## config.mk

```make
export PLATFORM = sky130hd
export DESIGN_NAME = unified_mem_arbiter_flat
export DESIGN_NICKNAME = d
export VERILOG_FILES = /design/src/rtl/unified_mem_arbiter_if.sv /design/src/rtl/unified_mem_arbiter.sv /design/src/flat_wrapper.sv
export SDC_FILE = /design/constraint.sdc
export NUM_CORES = 1
export LEC_CHECK = 0
export ABC_AREA = 1
export BUFFER_PORTS_ARGS = -buffer_cell sky130_fd_sc_hd__buf_4
export CORE_AREA = 2 2 64 66
export CTS_CLUSTER_SIZE = 10
export DETAILED_ROUTE_END_ITERATION = 7
export DIE_AREA = 0 0 66 68
export GPL_TIMING_DRIVEN = 0
export PLACE_DENSITY_LB_ADDON = 0.1
export SETUP_SLACK_MARGIN = 0.5
export SYNTH_ARGS = -nofsm -noshare
export SYNTH_HDL_FRONTEND = slang
export SYNTH_SLANG_ARGS = --single-unit
```

## constraint.sdc

```tcl
create_clock -name clk -period 1.4 [get_ports clk]
set_clock_uncertainty 0.1 [all_clocks]
set_input_delay 0.14 -clock clk [delete_from_list [all_inputs] [get_ports clk]]
set_output_delay 0.14 -clock clk [all_outputs]
set_load 0.005 [all_outputs]
```

## src/rtl/unified_mem_arbiter_if.sv

```systemverilog
// Bundle of the fetch port, data port and memory-side signals of the unified memory arbiter.
// The master modport is the pipeline/memory side; slave is the arbiter.
interface unified_mem_arbiter_if #(
   parameter int ADDR_WIDTH = 16,
   parameter int DATA_WIDTH = 16
);
   logic                  if_req;
   logic [ADDR_WIDTH-1:0] if_addr;
   logic [DATA_WIDTH-1:0] if_rdata;
   logic                  if_valid;
   logic                  if_stall;
   logic                  flush_if;

   logic                  dm_req;
   logic                  dm_we;
   logic [ADDR_WIDTH-1:0] dm_addr;
   logic [DATA_WIDTH-1:0] dm_wdata;
   logic [DATA_WIDTH-1:0] dm_rdata;
   logic                  dm_done;
   logic                  dm_stall;

   logic                  mem_en;
   logic                  mem_we;
   logic [ADDR_WIDTH-1:0] mem_addr;
   logic [DATA_WIDTH-1:0] mem_wdata;
   logic [DATA_WIDTH-1:0] mem_rdata;

   logic                  busy;

   modport master (
      output if_req, if_addr, flush_if,
      output dm_req, dm_we, dm_addr, dm_wdata,
      output mem_rdata,
      input  if_rdata, if_valid, if_stall,
      input  dm_rdata, dm_done, dm_stall,
      input  mem_en, mem_we, mem_addr, mem_wdata,
      input  busy
   );

   modport slave (
      input  if_req, if_addr, flush_if,
      input  dm_req, dm_we, dm_addr, dm_wdata,
      input  mem_rdata,
      output if_rdata, if_valid, if_stall,
      output dm_rdata, dm_done, dm_stall,
      output mem_en, mem_we, mem_addr, mem_wdata,
      output busy
   );
endinterface

```

## src/rtl/unified_mem_arbiter.sv

```systemverilog
// Shares one fixed-latency single-port memory between instruction fetch and data memory.
// Define ARB_ROUND_ROBIN_EN to alternate grants on contention; otherwise DM has fixed priority.
module unified_mem_arbiter #(
   parameter int ADDR_WIDTH = 16,
   parameter int DATA_WIDTH = 16,
   parameter int MEM_LAT    = 2
) (
   input  logic                  clk,
   input  logic                  rst,
   unified_mem_arbiter_if.slave  bus
);
   typedef enum logic [1:0] {S_IDLE, S_BUSY_IF, S_BUSY_DM} state_t;

   localparam logic [2:0] LAT_INIT = 3'(MEM_LAT - 1);

   state_t     r_state;
   logic [2:0] r_lat_cnt;
   logic       r_cancel;

   state_t     w_state_next;
   logic [2:0] w_lat_next;
   logic       w_cancel_next;

   logic       w_idle;
   logic       w_if_ok;
   logic       w_grant_dm;
   logic       w_grant_if;
   logic       w_done_cycle;

   assign w_idle       = (r_state == S_IDLE) && !rst;
   assign w_if_ok      = bus.if_req && !bus.flush_if;
   assign w_done_cycle = (r_state != S_IDLE) && (r_lat_cnt == 3'd0) && !rst;

`ifdef ARB_ROUND_ROBIN_EN
   localparam logic LAST_IF = 1'b0;
   localparam logic LAST_DM = 1'b1;

   logic r_last_grant;
   logic w_last_next;

   // On contention the port that lost last time wins; a lone requester always wins.
   assign w_grant_dm = w_idle && bus.dm_req && (!w_if_ok || (r_last_grant == LAST_IF));
   assign w_grant_if = w_idle && w_if_ok && !w_grant_dm;
   assign w_last_next = w_grant_dm ? LAST_DM : (w_grant_if ? LAST_IF : r_last_grant);

   always_ff @(posedge clk) begin
      if (rst) begin
         r_last_grant <= LAST_DM;
      end else begin
         r_last_grant <= w_last_next;
      end
   end
`else
   assign w_grant_dm = w_idle && bus.dm_req;
   assign w_grant_if = w_idle && w_if_ok && !bus.dm_req;
`endif

   always_ff @(posedge clk) begin
      if (rst) begin
         r_state   <= S_IDLE;
         r_lat_cnt <= 3'd0;
         r_cancel  <= 1'b0;
      end else begin
         r_state   <= w_state_next;
         r_lat_cnt <= w_lat_next;
         r_cancel  <= w_cancel_next;
      end
   end

   always_comb begin
      w_state_next  = r_state;
      w_lat_next    = r_lat_cnt;
      w_cancel_next = r_cancel;
      case (r_state)
         S_IDLE: begin
            w_cancel_next = 1'b0;
            if (w_grant_dm) begin
               w_state_next = S_BUSY_DM;
               w_lat_next   = LAT_INIT;
            end else if (w_grant_if) begin
               w_state_next = S_BUSY_IF;
               w_lat_next   = LAT_INIT;
            end
         end
         S_BUSY_IF, S_BUSY_DM: begin
            if (r_lat_cnt != 3'd0) begin
               w_lat_next = r_lat_cnt - 3'd1;
               // The access itself cannot be recalled; only its result is dropped.
               if ((r_state == S_BUSY_IF) && bus.flush_if) begin
                  w_cancel_next = 1'b1;
               end
            end else begin
               w_state_next  = S_IDLE;
               w_cancel_next = 1'b0;
            end
         end
         default: begin
            w_state_next  = S_IDLE;
            w_lat_next    = 3'd0;
            w_cancel_next = 1'b0;
         end
      endcase
   end

   always_comb begin
      bus.mem_en    = w_grant_dm || w_grant_if;
      bus.mem_we    = w_grant_dm && bus.dm_we;
      bus.mem_addr  = '0;
      bus.mem_wdata = '0;
      if (w_grant_dm) begin
         bus.mem_addr  = bus.dm_addr;
         bus.mem_wdata = bus.dm_wdata;
      end else if (w_grant_if) begin
         bus.mem_addr  = bus.if_addr;
      end

      bus.if_valid = w_done_cycle && (r_state == S_BUSY_IF) && !r_cancel && !bus.flush_if;
      bus.dm_done  = w_done_cycle && (r_state == S_BUSY_DM);
      bus.if_rdata = bus.if_valid ? bus.mem_rdata : '0;
      bus.dm_rdata = bus.dm_done  ? bus.mem_rdata : '0;

      bus.if_stall = bus.if_req && !bus.if_valid && !bus.flush_if;
      bus.dm_stall = bus.dm_req && !bus.dm_done;
      bus.busy     = ((r_state != S_IDLE) && !rst) || w_grant_dm || w_grant_if;
   end
endmodule
```

## src/flat_wrapper.sv

```systemverilog
// flat-port wrapper written by rule: the top's interface ports become plain ports
module unified_mem_arbiter_flat 
#(
   parameter int ADDR_WIDTH = 16,
   parameter int DATA_WIDTH = 16,
   parameter int MEM_LAT    = 2
)
  (clk, rst, bus_if_req, bus_if_addr, bus_flush_if, bus_dm_req, bus_dm_we, bus_dm_addr, bus_dm_wdata, bus_mem_rdata, bus_if_rdata, bus_if_valid, bus_if_stall, bus_dm_rdata, bus_dm_done, bus_dm_stall, bus_mem_en, bus_mem_we, bus_mem_addr, bus_mem_wdata, bus_busy);
  unified_mem_arbiter_if #(.ADDR_WIDTH(ADDR_WIDTH), .DATA_WIDTH(DATA_WIDTH)) bus_i ();
  input  logic clk;
  input  logic rst;
  input wire logic [$bits(bus_i.if_req)-1:0] bus_if_req;
  input wire logic [$bits(bus_i.if_addr)-1:0] bus_if_addr;
  input wire logic [$bits(bus_i.flush_if)-1:0] bus_flush_if;
  input wire logic [$bits(bus_i.dm_req)-1:0] bus_dm_req;
  input wire logic [$bits(bus_i.dm_we)-1:0] bus_dm_we;
  input wire logic [$bits(bus_i.dm_addr)-1:0] bus_dm_addr;
  input wire logic [$bits(bus_i.dm_wdata)-1:0] bus_dm_wdata;
  input wire logic [$bits(bus_i.mem_rdata)-1:0] bus_mem_rdata;
  output wire logic [$bits(bus_i.if_rdata)-1:0] bus_if_rdata;
  output wire logic [$bits(bus_i.if_valid)-1:0] bus_if_valid;
  output wire logic [$bits(bus_i.if_stall)-1:0] bus_if_stall;
  output wire logic [$bits(bus_i.dm_rdata)-1:0] bus_dm_rdata;
  output wire logic [$bits(bus_i.dm_done)-1:0] bus_dm_done;
  output wire logic [$bits(bus_i.dm_stall)-1:0] bus_dm_stall;
  output wire logic [$bits(bus_i.mem_en)-1:0] bus_mem_en;
  output wire logic [$bits(bus_i.mem_we)-1:0] bus_mem_we;
  output wire logic [$bits(bus_i.mem_addr)-1:0] bus_mem_addr;
  output wire logic [$bits(bus_i.mem_wdata)-1:0] bus_mem_wdata;
  output wire logic [$bits(bus_i.busy)-1:0] bus_busy;
  assign bus_i.if_req = bus_if_req;
  assign bus_i.if_addr = bus_if_addr;
  assign bus_i.flush_if = bus_flush_if;
  assign bus_i.dm_req = bus_dm_req;
  assign bus_i.dm_we = bus_dm_we;
  assign bus_i.dm_addr = bus_dm_addr;
  assign bus_i.dm_wdata = bus_dm_wdata;
  assign bus_i.mem_rdata = bus_mem_rdata;
  assign bus_if_rdata = bus_i.if_rdata;
  assign bus_if_valid = bus_i.if_valid;
  assign bus_if_stall = bus_i.if_stall;
  assign bus_dm_rdata = bus_i.dm_rdata;
  assign bus_dm_done = bus_i.dm_done;
  assign bus_dm_stall = bus_i.dm_stall;
  assign bus_mem_en = bus_i.mem_en;
  assign bus_mem_we = bus_i.mem_we;
  assign bus_mem_addr = bus_i.mem_addr;
  assign bus_mem_wdata = bus_i.mem_wdata;
  assign bus_busy = bus_i.busy;
  unified_mem_arbiter #(.ADDR_WIDTH(ADDR_WIDTH), .DATA_WIDTH(DATA_WIDTH), .MEM_LAT(MEM_LAT)) u_core (.clk(clk), .rst(rst), .bus(bus_i));
endmodule
```

* Yosys cells after proc, flatten, opt, wreduce, memory -nomap -nowiden
Index checks and enable logic that the tools add are counted.
** Cells by class
- Reductions and logical operators :: 34
- Bitwise operators :: 2
- Equality and inequality tests :: 5
- Add/subtract/negate cells :: 1
- Multiplexer cells :: 13
** Operator list (count)
- two-way mux 16 bit :: 5
- logical AND 1 bit :: 17
- two-way mux 3 bit :: 3
- zero test 1 bit :: 6
- two-way mux 2 bit :: 3
- case mux 3 bit (2 select lines) :: 1
- case mux 2 bit (2 select lines) :: 1
- AND reduction 2 bit :: 2
- zero test 3 bit :: 1
- logical OR 1 bit :: 3
- != test 3 x 1 -> 1 bit, second input constant :: 1
- nonzero test 3 bit :: 1
- OR reduction 3 bit :: 1
- subtractor 3 x 1 -> 3 bit, second input constant :: 1
- == test 2 x 1 -> 1 bit, second input constant :: 1
- == test 2 bit, second input constant :: 1
- zero test 2 bit :: 1
- != test 2 x 1 -> 1 bit, second input constant :: 1
- != test 2 bit, second input constant :: 1
- NOT 1 bit :: 2
- nonzero test 2 bit :: 1
- OR reduction 2 bit :: 1
** Word-level totals
- Register bits :: 6
- Logic and storage cells :: 58
- Output and inout port bits :: 71
- Bits of input ports :: 70

* Longest topological paths before layout
- Depth after elaboration :: 9
- Gate-level depth with buffers :: 10
- Depth with buffers taken out :: 10

* Worst setup path after synthesis
OpenSTA, ideal clock, no wires.
- Path kind :: register -> output
- Start point :: register u_core.r_state[0]
- End point :: output bus_if_rdata[1]
- Stages on the path, launching flop included :: 9
- Arrival time :: 1.311 ns
- Path slack :: -0.151 ns
- Data required time :: 1.160 ns
- Buffers on the path :: 1
- Path through :: dfxtp_1 inv_1 ha_1 inv_1 nand2_1 nor2_2 nand4_4 buf_6 nor2_1
** Between the ends
- Word-level cells in the longest chain between the ends :: 7
- Elaborated cells on any way between the ends :: 8
- Those cells by class :: eq/ne: 1; mux: 1; reduce/logical: 6
** Ends and longest elaborated chain
- start: declaration :: RTL line unified_mem_arbiter.sv:16 : state_t r_state;
- start signal: assignment :: RTL line unified_mem_arbiter.sv:64 : r_state <= w_state_next;
- nonzero test 2 bit :: RTL line unified_mem_arbiter.sv:32 : assign w_done_cycle = (r_state != S_IDLE) && (r_lat_cnt == 3'd0) && !rst;
- logical AND 1 bit (2 in a row) :: RTL line unified_mem_arbiter.sv:32
- logical AND 1 bit * (3 in a row) :: RTL line unified_mem_arbiter.sv:117 : bus.if_valid = w_done_cycle && (r_state == S_BUSY_IF) && !r_cancel && !bus.flush_if;
- two-way mux 16 bit * :: RTL line unified_mem_arbiter.sv:119 : bus.if_rdata = bus.if_valid ? bus.mem_rdata : '0;
- end: declaration :: RTL line flat_wrapper.sv:20 : output wire logic [$bits(bus_i.if_rdata)-1:0] bus_if_rdata;
Every way passes the cells marked *; elsewhere a longest branch is shown, timed or not.

* Worst setup path after layout
- Start point :: register u_core.r_state[1]
- End point :: output bus_dm_rdata[10]
** Between the ends
- Word-level cells in the longest chain between the ends :: 5
- Elaborated cells on any way between the ends :: 6
- Those cells by class :: eq/ne: 1; mux: 1; reduce/logical: 4
** Ends and longest elaborated chain
- nonzero test 2 bit :: RTL line unified_mem_arbiter.sv:32
- logical AND 1 bit (2 in a row) :: RTL line unified_mem_arbiter.sv:32
- logical AND 1 bit * :: RTL line unified_mem_arbiter.sv:118 : bus.dm_done = w_done_cycle && (r_state == S_BUSY_DM);
- two-way mux 16 bit * :: RTL line unified_mem_arbiter.sv:120 : bus.dm_rdata = bus.dm_done ? bus.mem_rdata : '0;
- end: declaration :: RTL line flat_wrapper.sv:23 : output wire logic [$bits(bus_i.dm_rdata)-1:0] bus_dm_rdata;
Marked as above.

==> insert_results.sql <==
INSERT INTO impl_metrics (metric_group, metric, value, unit) VALUES
('outcome', 'status', 'finished, violations left', ''),
('outcome', 'failed_checks', 'negative setup slack', ''),
('grt', 'grt_util_all_layers', '22.5', '%'),
('layout', 'layout-area-overhead-vs-synth', '219', '%'),
('route', 'detail_route.drc_violations', '0', ''),
('synthesis', 'post_synth_mux_area_share', '0', '%'),
('critical_path', 'worst_setup_start_kind', 'register', ''),
('min_path', 'timing.hold.worst.class', 'in -> reg', ''),
('route', 'antenna_nets_post_route', '0', ''),
('sta', 'finalWorstPathRequiredPeriod', '1.95', 'ns'),
('synthesis', 'synth_warnings', '0', ''),
('synthesis', 'post_synth.cell_area_avg', '4.92', 'sq um'),
('floorplan', 'std_cell_rows', '23', ''),
('floorplan', 'ios', '141', ''),
('cts', 'clkTransAtPathRegs', '0.04', 'ns'),
('synthesis', 'ys_ff_latch', '6', ''),
('sta', 'timing.max_slew.rel_slack', '68.0', '%'),
('synthesis', 'yosys.area_share.adder', '7.24', '%'),
('floorplan', 'die_width', '66', 'um'),
('place', 'portBuffers', '140', ''),
('pwr', 'cellPowerDensity', '723', 'mW/mm^2'),
('cts', 'htree_num_levels', '1', ''),
('critical_path', 'critPathRequiredTime', '1.16', 'ns'),
('place', 'dp_hpwl', '3640', 'um'),
('floorplan', 'die_height', '68', 'um'),
('route', 'postRouteWirelength', '6920', 'um'),
('critical_path', 'critical_path_arrival', '1.71', 'ns'),
('sta', 'achievable-frequency', '512', 'MHz'),
('synthesis', 'syn_nets', '287', ''),
('layout', 'antenna-diode-count', '0', ''),
('route', 'first_iter_violations', '94', ''),
('run', 'max_cap_viol_count', '0', ''),
('layout', 'layout.nets', '464', ''),
('min_path', 'min_from', 'rst', ''),
('sta', 'worst_slack', '-0.552', 'ns'),
('cts', 'cts_made_buffers', '3', ''),
('cts', 'clk_latency', '0.23', 'ns'),
('pwr', 'max-vdd-ir-drop', '0.000864', 'V'),
('sta', 'crit_share_post_route', '139', '%'),
('critical_path', 'regToRegSetupSlack', '-0.35', 'ns'),
('critical_path', 'critPathKind', 'reg -> out', ''),
('place', 'gp_congestion', '0.802', ''),
('critical_path', 'worstRegToRegCells', '12', ''),
('layout', 'most_common_cell_after_layout_fill_and_taps_aside', 'sky130_fd_sc_hd__buf_4', ''),
('synthesis', 'main_combinational_cell_family_by_area_after_synthesis', 'simple AND/OR/NAND/NOR gates', ''),
('critical_path', 'critical-path-max-stage-delay', '0.33', 'ns'),
('synthesis', 'postSynthCellCount', '211', ''),
('grt', 'grt_overflow', '0', ''),
('critical_path', 'crit_path_end_kind', 'output port', ''),
('layout', 'layout_common_cells', '112 x sky130_fd_sc_hd__buf_4, 58 x sky130_fd_sc_hd__inv_1, 56 x sky130_fd_sc_hd__buf_6', ''),
('grt', 'grt_max_degree', '7', ''),
('sta', 'setup-violations-final', '76', ''),
('synthesis', 'synth-compound-area-share', '12.1', '%'),
('sta', 'maxSlewViolCount', '0', ''),
('critical_path', 'rr_startpoint', 'u_core.r_state[1]$_SDFFE_PP0P_', ''),
('min_path', 'min_path_cells', '2', ''),
('layout', 'final_layout_size_suffix_gt1_share', '75.1', '%'),
('critical_path', 'cp_common_cell', 'sky130_fd_sc_hd__buf_6', ''),
('critical_path', 'regToRegEndpoint', 'u_core.r_lat_cnt[0]$_SDFFE_PP0P_', ''),
('place', 'pre_cts_ws', '-0.288', 'ns'),
('pwr', 'total_power_after_layout', '0.00239', 'W'),
('synthesis', 'synth-xor-area-share', '0', '%'),
('synthesis', 'synth_seq_area_share', '11.6', '%'),
('route', 'via_per_inst', '4.63', ''),
('layout', 'area.sequential', '124', 'sq um'),
('pwr', 'p_leak', '1.74', 'nW'),
('layout', 'finish.cell_count_without_fillers', '436', ''),
('layout', 'fillers', '196', ''),
('critical_path', 'timing.critical_path.fanout_max', '5', ''),
('cts', 'cts.sink_count', '6', ''),
('sta', 'worst_pin_slew', '0.479', 'ns');
==> power by group <==
group          internal (W)  switching [W]
Clock              0.000185      0.0000794
Sequential         0.000224      0.0000266
Combinational      0.000931       0.000945
Total               0.00134        0.00105
==> per-layer routing <==
metal	up-vias	GRT usage (%)	part of all wire (%)
met1	944	21.2	32
met3	24	5.76	7.5
met2	95	47.2	58
met5	-	0	0
li1	955	-	-
met4	0	6.89	3.2
==> state kept, by name (all words and copies together), names as in the netlist <==
signal	cells
u_core.r_cancel	1
u_core.r_lat_cnt	3
u_core.r_state	2
==> repair_timing <==
| action | 4_1_cts | 5_1_grt |
|---|---|---|
| setup buffers | 20 | 5 |
| gates cloned | 7 | 0 |
| resized for setup | 111 | 63 |
| endpoints found under the setup margin | 77 | 77 |
| pin swaps | 12 | 8 |
==> final cells by class <==
class                           instances  area share [%]
Timing Repair Buffer                  170            46.6
Multi-Input combinational cell        131            35.5
Inverter                               70            8.39
Sequential cell                         6            3.74
Buffer                                  6            2.65
Tap cell                               50            1.89
Clock buffer                            3            1.25
==> per-stage QoR <==
step | TNS (ns) | utilization [%] | hold WS (ns) | cell area [sq um]
5_1_grt | -36.74 | 85.8 | 0.0387 | 3310
4_1_cts | -27.41 | 78.7 | 0.0314 | 3030
3_5_place_dp | -11.77 | 60.5 | 0.259 | 2330
3_3_place_gp | -11.59 | 60.5 | 0.250 | 2330
6_report | -32.68 | 85.8 | 0.0373 | 3310
2_1_floorplan | -0.491 | - | 0.102 | 1220
==> cell families after synthesis <==
logic type	after synthesis
AND/OR/NAND/NOR	98
AO/OA/AOI/OAI	25
buffers and inverters	76
flip-flops	6
adder cells (fa/ha/maj)	6
==> Yosys cell counts <==
cell type	count	area (sq um)
sky130_fd_sc_hd__ha_1	6	75.1
sky130_fd_sc_hd__nand3_2	1	10.0
sky130_fd_sc_hd__nand4_4	1	21.3
sky130_fd_sc_hd__a21oi_1	7	35.0
sky130_fd_sc_hd__dfxtp_1	6	120
sky130_fd_sc_hd__buf_6	2	22.5
sky130_fd_sc_hd__nand3_1	4	20.0
sky130_fd_sc_hd__nor2_2	1	6.26
sky130_fd_sc_hd__inv_1	68	255
sky130_fd_sc_hd__inv_2	2	7.51
sky130_fd_sc_hd__nand2_1	31	116
sky130_fd_sc_hd__o21ai_1	3	15.0
sky130_fd_sc_hd__nor3_1	1	5.00
sky130_fd_sc_hd__nand2_2	3	18.8
sky130_fd_sc_hd__o21ai_0	15	75.1
sky130_fd_sc_hd__buf_2	4	20.0
sky130_fd_sc_hd__nand3b_1	1	7.51
sky130_fd_sc_hd__nor2_1	55	206
==> worst max-delay path, delay by kind of cell, from the launching register on <==
kind | cells | cell delay, ns
buffers and inverters | 5 | 0.56
and+or+nand+nor | 4 | 0.41
DFF | 1 | 0.33
adders and majority gates | 1 | 0.17
==> how the worst max path moves through the flow <==
stage,start,to,cells after the start
3_3_place_gp,u_core.r_state[1]$_SDFFE_PP0P_,bus_if_rdata[1],9
4_1_cts,u_core.r_state[1]$_SDFFE_PP0P_,bus_dm_rdata[11],10
2_1_floorplan,u_core.r_state[0]$_SDFFE_PP0P_,bus_if_rdata[1],8
6_report,u_core.r_state[1]$_SDFFE_PP0P_,bus_dm_rdata[10],10
3_5_place_dp,u_core.r_state[1]$_SDFFE_PP0P_,bus_if_rdata[1],9
5_1_grt,u_core.r_state[0]$_SDFFE_PP0P_,bus_dm_rdata[14],10
Power figures use the tool's default switching activity.
